## config.mk

```make
export PLATFORM = sky130hd
export DESIGN_NAME = instruction_fetch_unit
export DESIGN_NICKNAME = d
export VERILOG_FILES = /design/src/rtl/instruction_fetch_unit.sv
export SDC_FILE = /design/constraint.sdc
export NUM_CORES = 2
export LEC_CHECK = 0
export BUFFER_PORTS_ARGS = -buffer_cell sky130_fd_sc_hd__buf_4
export CAP_MARGIN = 20
export CORE_UTILIZATION = 30
export CTS_CLUSTER_DIAMETER = 120
export DETAILED_ROUTE_END_ITERATION = 12
export HOLD_SLACK_MARGIN = 0.02
export PLACE_DENSITY = 0.55
export SETUP_SLACK_MARGIN = 0.05
export SLEW_MARGIN = 30
export SYNTH_ARGS = -nofsm -noshare
export SYNTH_HDL_FRONTEND = slang
export SYNTH_SLANG_ARGS = --single-unit
export TNS_END_PERCENT = 50
```

## constraint.sdc

```tcl
create_clock -name CLK -period 5.1 [get_ports CLK]
set_clock_uncertainty 0.05 [all_clocks]
set_input_delay 0 -clock CLK [delete_from_list [all_inputs] [get_ports CLK]]
set_output_delay 0 -clock CLK [all_outputs]
set_load 0.05 [all_outputs]
```

## src/rtl/instruction_fetch_unit.sv

```systemverilog
// Instruction fetch front end: PC register, byte-wide loadable instruction memory,
// big-endian word fetch with field decode, and the IDLE/LOAD/RUN/HALT sequencer.
module instruction_fetch_unit #(
    parameter int IMEM_BYTES = 128,
    parameter int LAW        = 7
) (
    input  logic            CLK,
    input  logic            Reset,
    input  logic            load_en,
    input  logic [LAW-1:0]  load_addr,
    input  logic [7:0]      load_data,
    input  logic            start,
    input  logic            PCWre,
    input  logic            PCSrc,
    input  logic [31:0]     ExtImm,
    output logic [31:0]     pc_out,
    output logic [31:0]     instr,
    output logic [5:0]      opcode,
    output logic [4:0]      rs,
    output logic [4:0]      rt,
    output logic [4:0]      rd,
    output logic [15:0]     imm16,
    output logic            fetch_valid,
    output logic            halted,
    output logic            addr_err,
    output logic [1:0]      state_o
);

    typedef enum logic [1:0] {
        S_IDLE = 2'd0,
        S_LOAD = 2'd1,
        S_RUN  = 2'd2,
        S_HALT = 2'd3
    } state_t;

    localparam logic [31:0] HALT_WORD = 32'hFC00_0000;
    localparam logic [31:0] PC_MAX    = 32'(IMEM_BYTES - 4);

    state_t          state_q, state_d;
    logic [31:0]     pc_q, pc_d;
    logic            err_q, err_d;
    logic            mem_we;
    logic [31:0]     npc;
    logic [LAW-1:0]  ra;
    logic [31:0]     fetch_word;
    logic [7:0]      imem_q [IMEM_BYTES];

    // Branch offset is a word offset; mod-2^32 add lets negative offsets go backward.
    assign npc = pc_q + 32'd4 + (PCSrc ? (ExtImm << 2) : 32'd0);

    always_comb begin
        state_d = state_q;
        pc_d    = pc_q;
        err_d   = err_q;
        mem_we  = 1'b0;
        case (state_q)
            S_RUN: begin
                if (!PCWre) begin
                    state_d = S_HALT;
                end else if (npc > PC_MAX) begin
                    err_d   = 1'b1;
                    state_d = S_HALT;
                end else begin
                    pc_d = npc;
                end
            end
            default: begin
                mem_we = load_en;
                if (start) begin
                    state_d = S_RUN;
                    pc_d    = 32'd0;
                    err_d   = 1'b0;
                end else if (load_en) begin
                    state_d = S_LOAD;
                end
            end
        endcase
    end

    always_ff @(posedge CLK) begin
        if (Reset) begin
            state_q <= S_IDLE;
            pc_q    <= 32'd0;
            err_q   <= 1'b0;
        end else begin
            state_q <= state_d;
            pc_q    <= pc_d;
            err_q   <= err_d;
        end
    end

    // Program memory survives Reset so a program can be rerun without reloading.
    always_ff @(posedge CLK) begin
        if (mem_we && !Reset) begin
            imem_q[load_addr] <= load_data;
        end
    end

    assign ra         = pc_q[LAW-1:0];
    assign fetch_word = {imem_q[ra], imem_q[ra + LAW'(1)],
                         imem_q[ra + LAW'(2)], imem_q[ra + LAW'(3)]};

    assign instr       = (state_q == S_RUN) ? fetch_word : HALT_WORD;
    assign opcode      = instr[31:26];
    assign rs          = instr[25:21];
    assign rt          = instr[20:16];
    assign rd          = instr[15:11];
    assign imm16       = instr[15:0];
    assign pc_out      = pc_q;
    assign fetch_valid = (state_q == S_RUN);
    assign halted      = (state_q == S_HALT);
    assign addr_err    = err_q;
    assign state_o     = state_q;

endmodule

```

After elaboration in Yosys (flattened, before gate mapping). Memories as Yosys holds them, arrays and structs flattened. A register that Yosys moved wholly into a read port is not among the register bits. Cells that the tools add are included.

Bits in writable memories: 1024. Flip-flop bits (word level): 35. Input port bits: 53. Word-level logic and storage cells: 43. Memories kept: 1.

Add/subtract/negate cells: 5. Equal/unequal tests: 6. Magnitude comparators: 1. Reductions and logical operators: 7. Multiplexer cells: 20.

Memory list: imem_q (depth 128, width 8, rd ports 4, clocked after memory_dff 1, wr ports 1, RTL line 46) `logic [7:0] imem_q [IMEM_BYTES];`.

Operators by type and width (count): two-way mux 32 bit (6); adder 32 x 3 -> 32 bit (second input constant) (1); adder 32 bit (1); > comparator 32 x 7 -> 1 bit (second input constant) (1); adder 7 x 2 -> 7 bit (second input constant) (2); two-way mux 7 bit (2); two-way mux 2 bit (5); adder 7 x 1 -> 7 bit (second input constant) (1); two-way mux 1 bit (7); AND reduction 3 bit (2); == test 2 bit (second input constant) (2); != test 2 bit (second input constant) (2); != test 3 x 2 -> 1 bit (second input constant) (1); nonzero test 3 bit (1); != test 2 x 1 -> 1 bit (second input constant) (1); AND reduction 2 bit (1); nonzero test 2 bit (1); logical AND 1 bit (1); logical NOT 1 bit (1).

Logic depth before layout (Yosys ltp).
Depth after elaboration: 8. Gate-level depth with buffers: 18. Gate-level depth less buffers: 14.

Worst setup path before layout. No wires, ideal clock.

Kind: reg2out. From: register pc_q[0], in the netlist pc_out[0]. To: output port rs[0]. Path slack: -0.516 ns. Cell stages (with the launch flop): 19. Data arrival time: 5.566 ns. Cell sequence: dfxtp_1 buf_2 inv_1 buf_2 buf_1 clkbuf_1 ha_1 clkbuf_1 buf_2 clkbuf_1 buf_2 buf_2 buf_1 mux4_2 mux2i_1 a21oi_1 mux2i_1 nor2_1 buf_4.

Longest elaborated chain between the ends: 3.

RTL lines: start: declaration (RTL line 40) `logic [31:0] pc_q, pc_d;`; start signal: assignment (RTL line 87) `pc_q <= pc_d;`; adder 7 x 1 -> 7 bit (RTL line 100) `assign fetch_word = {imem_q[ra], imem_q[ra + LAW'(1)],`; memory read (128 x 8 bit); two-way mux 32 bit (RTL line 103) `assign instr = (state_q == S_RUN) ? fetch_word : HALT_WORD;`; end: declaration (RTL line 19) `output logic [4:0] rs,`.

Every way passes these cells.

Final worst setup path.
From: register pc_q[0], in the netlist pc_out[0]. To: output port imm16[1].

Longest elaborated chain between the ends: 3.

RTL lines: adder 7 x 2 -> 7 bit (RTL line 101) `imem_q[ra + LAW'(2)], imem_q[ra + LAW'(3)]};`; memory read (128 x 8 bit); two-way mux 32 bit (RTL line 103); end: declaration (RTL line 22) `output logic [15:0] imm16,`.

Every way passes these cells.

==> run_results.csv <==
group,metric,value,unit
outcome,outcome,"complete, no violations",
sta,fmax,201,MHz
die,row_count,174,
setup_path,start_kind,"flop",
drt,first_iter_violations,6600,
clock_network,clock_latency,0.77,ns
drt,dr.pass1.iters,6,
global_route,grt_max_degree,127,
logic_synthesis,syn-num-nets,3601,
drt,drc_errors,0,
sta,holdWs,0.0878,ns
die,coreArea,225000,µm²
drt,num_vias,43400,
placement,io_buffers,156,
die,dieArea,228000,µm²
worst_hold_path,min_path_type,"input pin to flop",
clock_network,clk_pin_slew,0.07,ns
global_route,grt_pass1_vias,41900,
pwr,peakVddDrop,0.343,mV
logic_synthesis,yosys.area.top_type,"edfxtp_1",
logic_synthesis,yosys.cell_types.count,66,
logic_synthesis,synth_top_flop_cell,"edfxtp_1",
logic_synthesis,synth_top_area_share,45.3,%
clock_network,cts_buffers,130,
logic_synthesis,syn_area_per_cell,19.5,µm²
sta,tightest_slew,1.04,ns
pwr,power_density,247,nW/µm²
placement,place.gp.congestion,0.922,
drt,via_per_inst,6.38,
clock_network,clkSinkCount,1066,
die,initial_utilization,30.2,%
drt,wirelength,250000,µm
setup_path,cp_max_fo,41,
logic_synthesis,synthCells,3485,
logic_synthesis,synth-edff-count,1024,
clock_network,cts-root-buf,"clkbuf_16",
layout,area_growth,16.3,%
setup_path,crit_type,"flop to output port",
sta,period_share,97.4,%
drt,wl_per_cell,36.8,µm
global_route,antenna_found_initial,11,
sta,max_slew_margin,30.3,%
die,pin_count,159,
global_route,grt_overflow,0,
layout,fin_nets,3822,
logic_synthesis,yosys_warnings,0,
sta,fin_tns_setup,0,ns
setup_path,worst_ep_required_time,5.05,ns
clock_network,cts.htree.levels,4,
flow_run,drv_cap,0,
drt,ant_nets,0,
sta,layout_setup_ws,0.134,ns
global_route,gr-usage-all-layers,21.7,%
placement,pre_cts_ws,0.534,ns
die,die_width,477,µm
sta,hold_viol_final,0,
sta,finalCriticalPeriod,4.97,ns
placement,hpwl,171000,µm
global_route,grt_pass1_wl,346000,µm
logic_synthesis,synthArstFlopShare,0,%
logic_synthesis,syn_area,67800,µm²
setup_path,cp-end-kind,"output port",
layout,drive_gt1_share,53.6,%
sta,slew_viol_final,0,
sta,setup_viol,0,
sta,rsz0062_at_grt,"yes",
clock_network,cts_tree,"done",
logic_synthesis,ys_seq_elements,1066,
die,fp.dieH,477,µm
logic_synthesis,synth-seq-area-share,46.6,%
logic_synthesis,synth_area_leaders,"edfxtp_1 45%, mux4_2 44%, dfxtp_1 1.2%, ha_1 1.1%, clkbuf_1 1.1%",
clock_network,cts.path.max_buffers,3,
pwr,leakage,23.3,nW
setup_path,crit_arrival,4.92,ns
layer usage:
layer	wire length [µm]	global-route usage [%]
met5	0	0
met3	30700	6.90
met1	91700	28.3
met2	115000	33.0
met4	13000	9.70
cell usage in the layout (no fill, tap or decap), drive strengths merged, types with 10 or more instances in the layout:
| cell | n |
|---|---|
| o21a | 10 |
| and2 | 32 |
| buf | 435 |
| clkinv | 46 |
| nand4 | 17 |
| a211oi | 20 |
| clkbuf | 162 |
| nand2 | 64 |
| edfxtp | 1024 |
| dlygate4sd3 | 24 |
| nand3 | 24 |
| ha | 62 |
| mux4 | 1337 |
| xnor2 | 12 |
| bufinv | 11 |
| nor3 | 11 |
| a21o | 12 |
| nor2 | 186 |
| nor3b | 27 |
| xor2 | 17 |
| mux2i | 50 |
| a21oi | 44 |
| nor2b | 14 |
| dfxtp | 42 |
| inv | 17 |
| o21ai | 19 |
timing repair:
item / CTS / global route
hold buffers: 24 / 0
gates cloned: 1 / 2
pin swaps: 1 / 1
gates resized for setup: 12 / 19
setup buffers: 4 / 3
endpoints found under the hold margin: 502 / 0
endpoints found under the setup margin: 41 / 31
sequential cells by signal (all words and copies together), names as in the netlist, named ones only:
| signal | cells |
|---|---|
| addr_err | 1 |
| state_o | 2 |
| imem_q | 1024 |
| pc_out | 32 |
area by class of cell:
cell class | count | area [µm²]
Clock inverter | 69 | 733
Timing Repair Buffer | 462 | 4220
Inverter | 11 | 48.8
Clock buffer | 160 | 3460
Sequential cell | 1066 | 31600
Multi-Input combinational cell | 2035 | 35000
Fill cell | 20900 | 146000
Tap cell | 2992 | 3740
Antenna cell | 6 | 15.0
where the power goes:
part / internal (mW) / total (mW) / switching (mW)
combinational: 0.142 / 0.571 / 0.429
sequential: 9.60 / 9.61 / 0.00998
clock: 5.41 / 9.34 / 3.93
total: 15.1 / 19.5 / 4.37
cells by family (layout without fill, tap and decap cells):
family	count (synthesis)	count (layout)	share of synthesized area (%)
compound gates	147	147	1.46
buf+inv	384	702	2.37
other cells	0	6	0
flops	1066	1066	46.6
simple gates	409	409	2.90
mux	1387	1387	45.1
xor+xnor	29	29	0.375
fa+ha+maj	63	63	1.17
path summary, 6_finish.rpt:
check | slack (ns) | cells past startpoint | to | start
setup / recovery | 0.13 | 13 | imm16[1] | pc_out[0]$_SDFFE_PP0P_
hold / removal | 0.09 | 4 | imem_q[66][7]$_DFFE_PP_ | load_addr[6]
setup reg to reg | 0.41 | 13 | state_o[1]$_SDFFE_PP0P_ | pc_out[3]$_SDFFE_PP0P_
hold reg to reg | 0.45 | 1 | pc_out[24]$_SDFFE_PP0P_ | pc_out[24]$_SDFFE_PP0P_
critical path: stages, from the launching register on:
cell and delay [ns]:
dfxtp_4 0.52, inv_8 0.21, ha_4 0.36, buf_12 0.17, buf_12 0.17, buf_4 0.24
buf_8 0.24, mux4_2 0.34, mux4_2 0.63, mux4_2 0.50, mux2i_1 0.20, buf_4 0.21
nor2_1 0.07, buf_4 0.22
per-stage QoR:
stage / utilization, % / power, mW / instance area (µm²) / instances
finish: 35.1 / 19.5 / 78900 / 6801
global placement: 32.9 / 10.3 / 74000 / 6530
floorplan: - / 10.1 / 67800 / 3485
detailed placement: 32.9 / 10.3 / 74000 / 6530
CTS: 35.0 / 19.6 / 78600 / 6788
global route: 35.1 / 19.9 / 78800 / 6797
synth_stat cells (3+ instances only):
| library cell | instances |
|---|---|
| mux4_2 | 1337 |
| edfxtp_1 | 1024 |
| clkbuf_1 | 202 |
| nor2_1 | 186 |
| buf_1 | 117 |
| nand2_1 | 64 |
| ha_1 | 62 |
| mux2i_1 | 50 |
| a21oi_1 | 42 |
| dfxtp_1 | 42 |
| buf_4 | 37 |
| and2_1 | 32 |
| nor3b_1 | 27 |
| nand3_1 | 24 |
| a211oi_1 | 20 |
| o21ai_0 | 19 |
| nand4_1 | 17 |
| xor2_1 | 17 |
| buf_2 | 15 |
| nor2b_1 | 14 |
| a21o_1 | 12 |
| xnor2_1 | 12 |
| nor3_1 | 11 |
| inv_1 | 10 |
| o21a_1 | 10 |
| nand2b_1 | 9 |
| o211ai_1 | 7 |
| nor4_1 | 5 |
| a21boi_0 | 4 |
| a31oi_1 | 4 |
| and3_1 | 3 |
| and4_1 | 3 |
| o21bai_1 | 3 |
| o22ai_1 | 3 |
| or2_2 | 3 |
(Power assumes the default switching activity.)
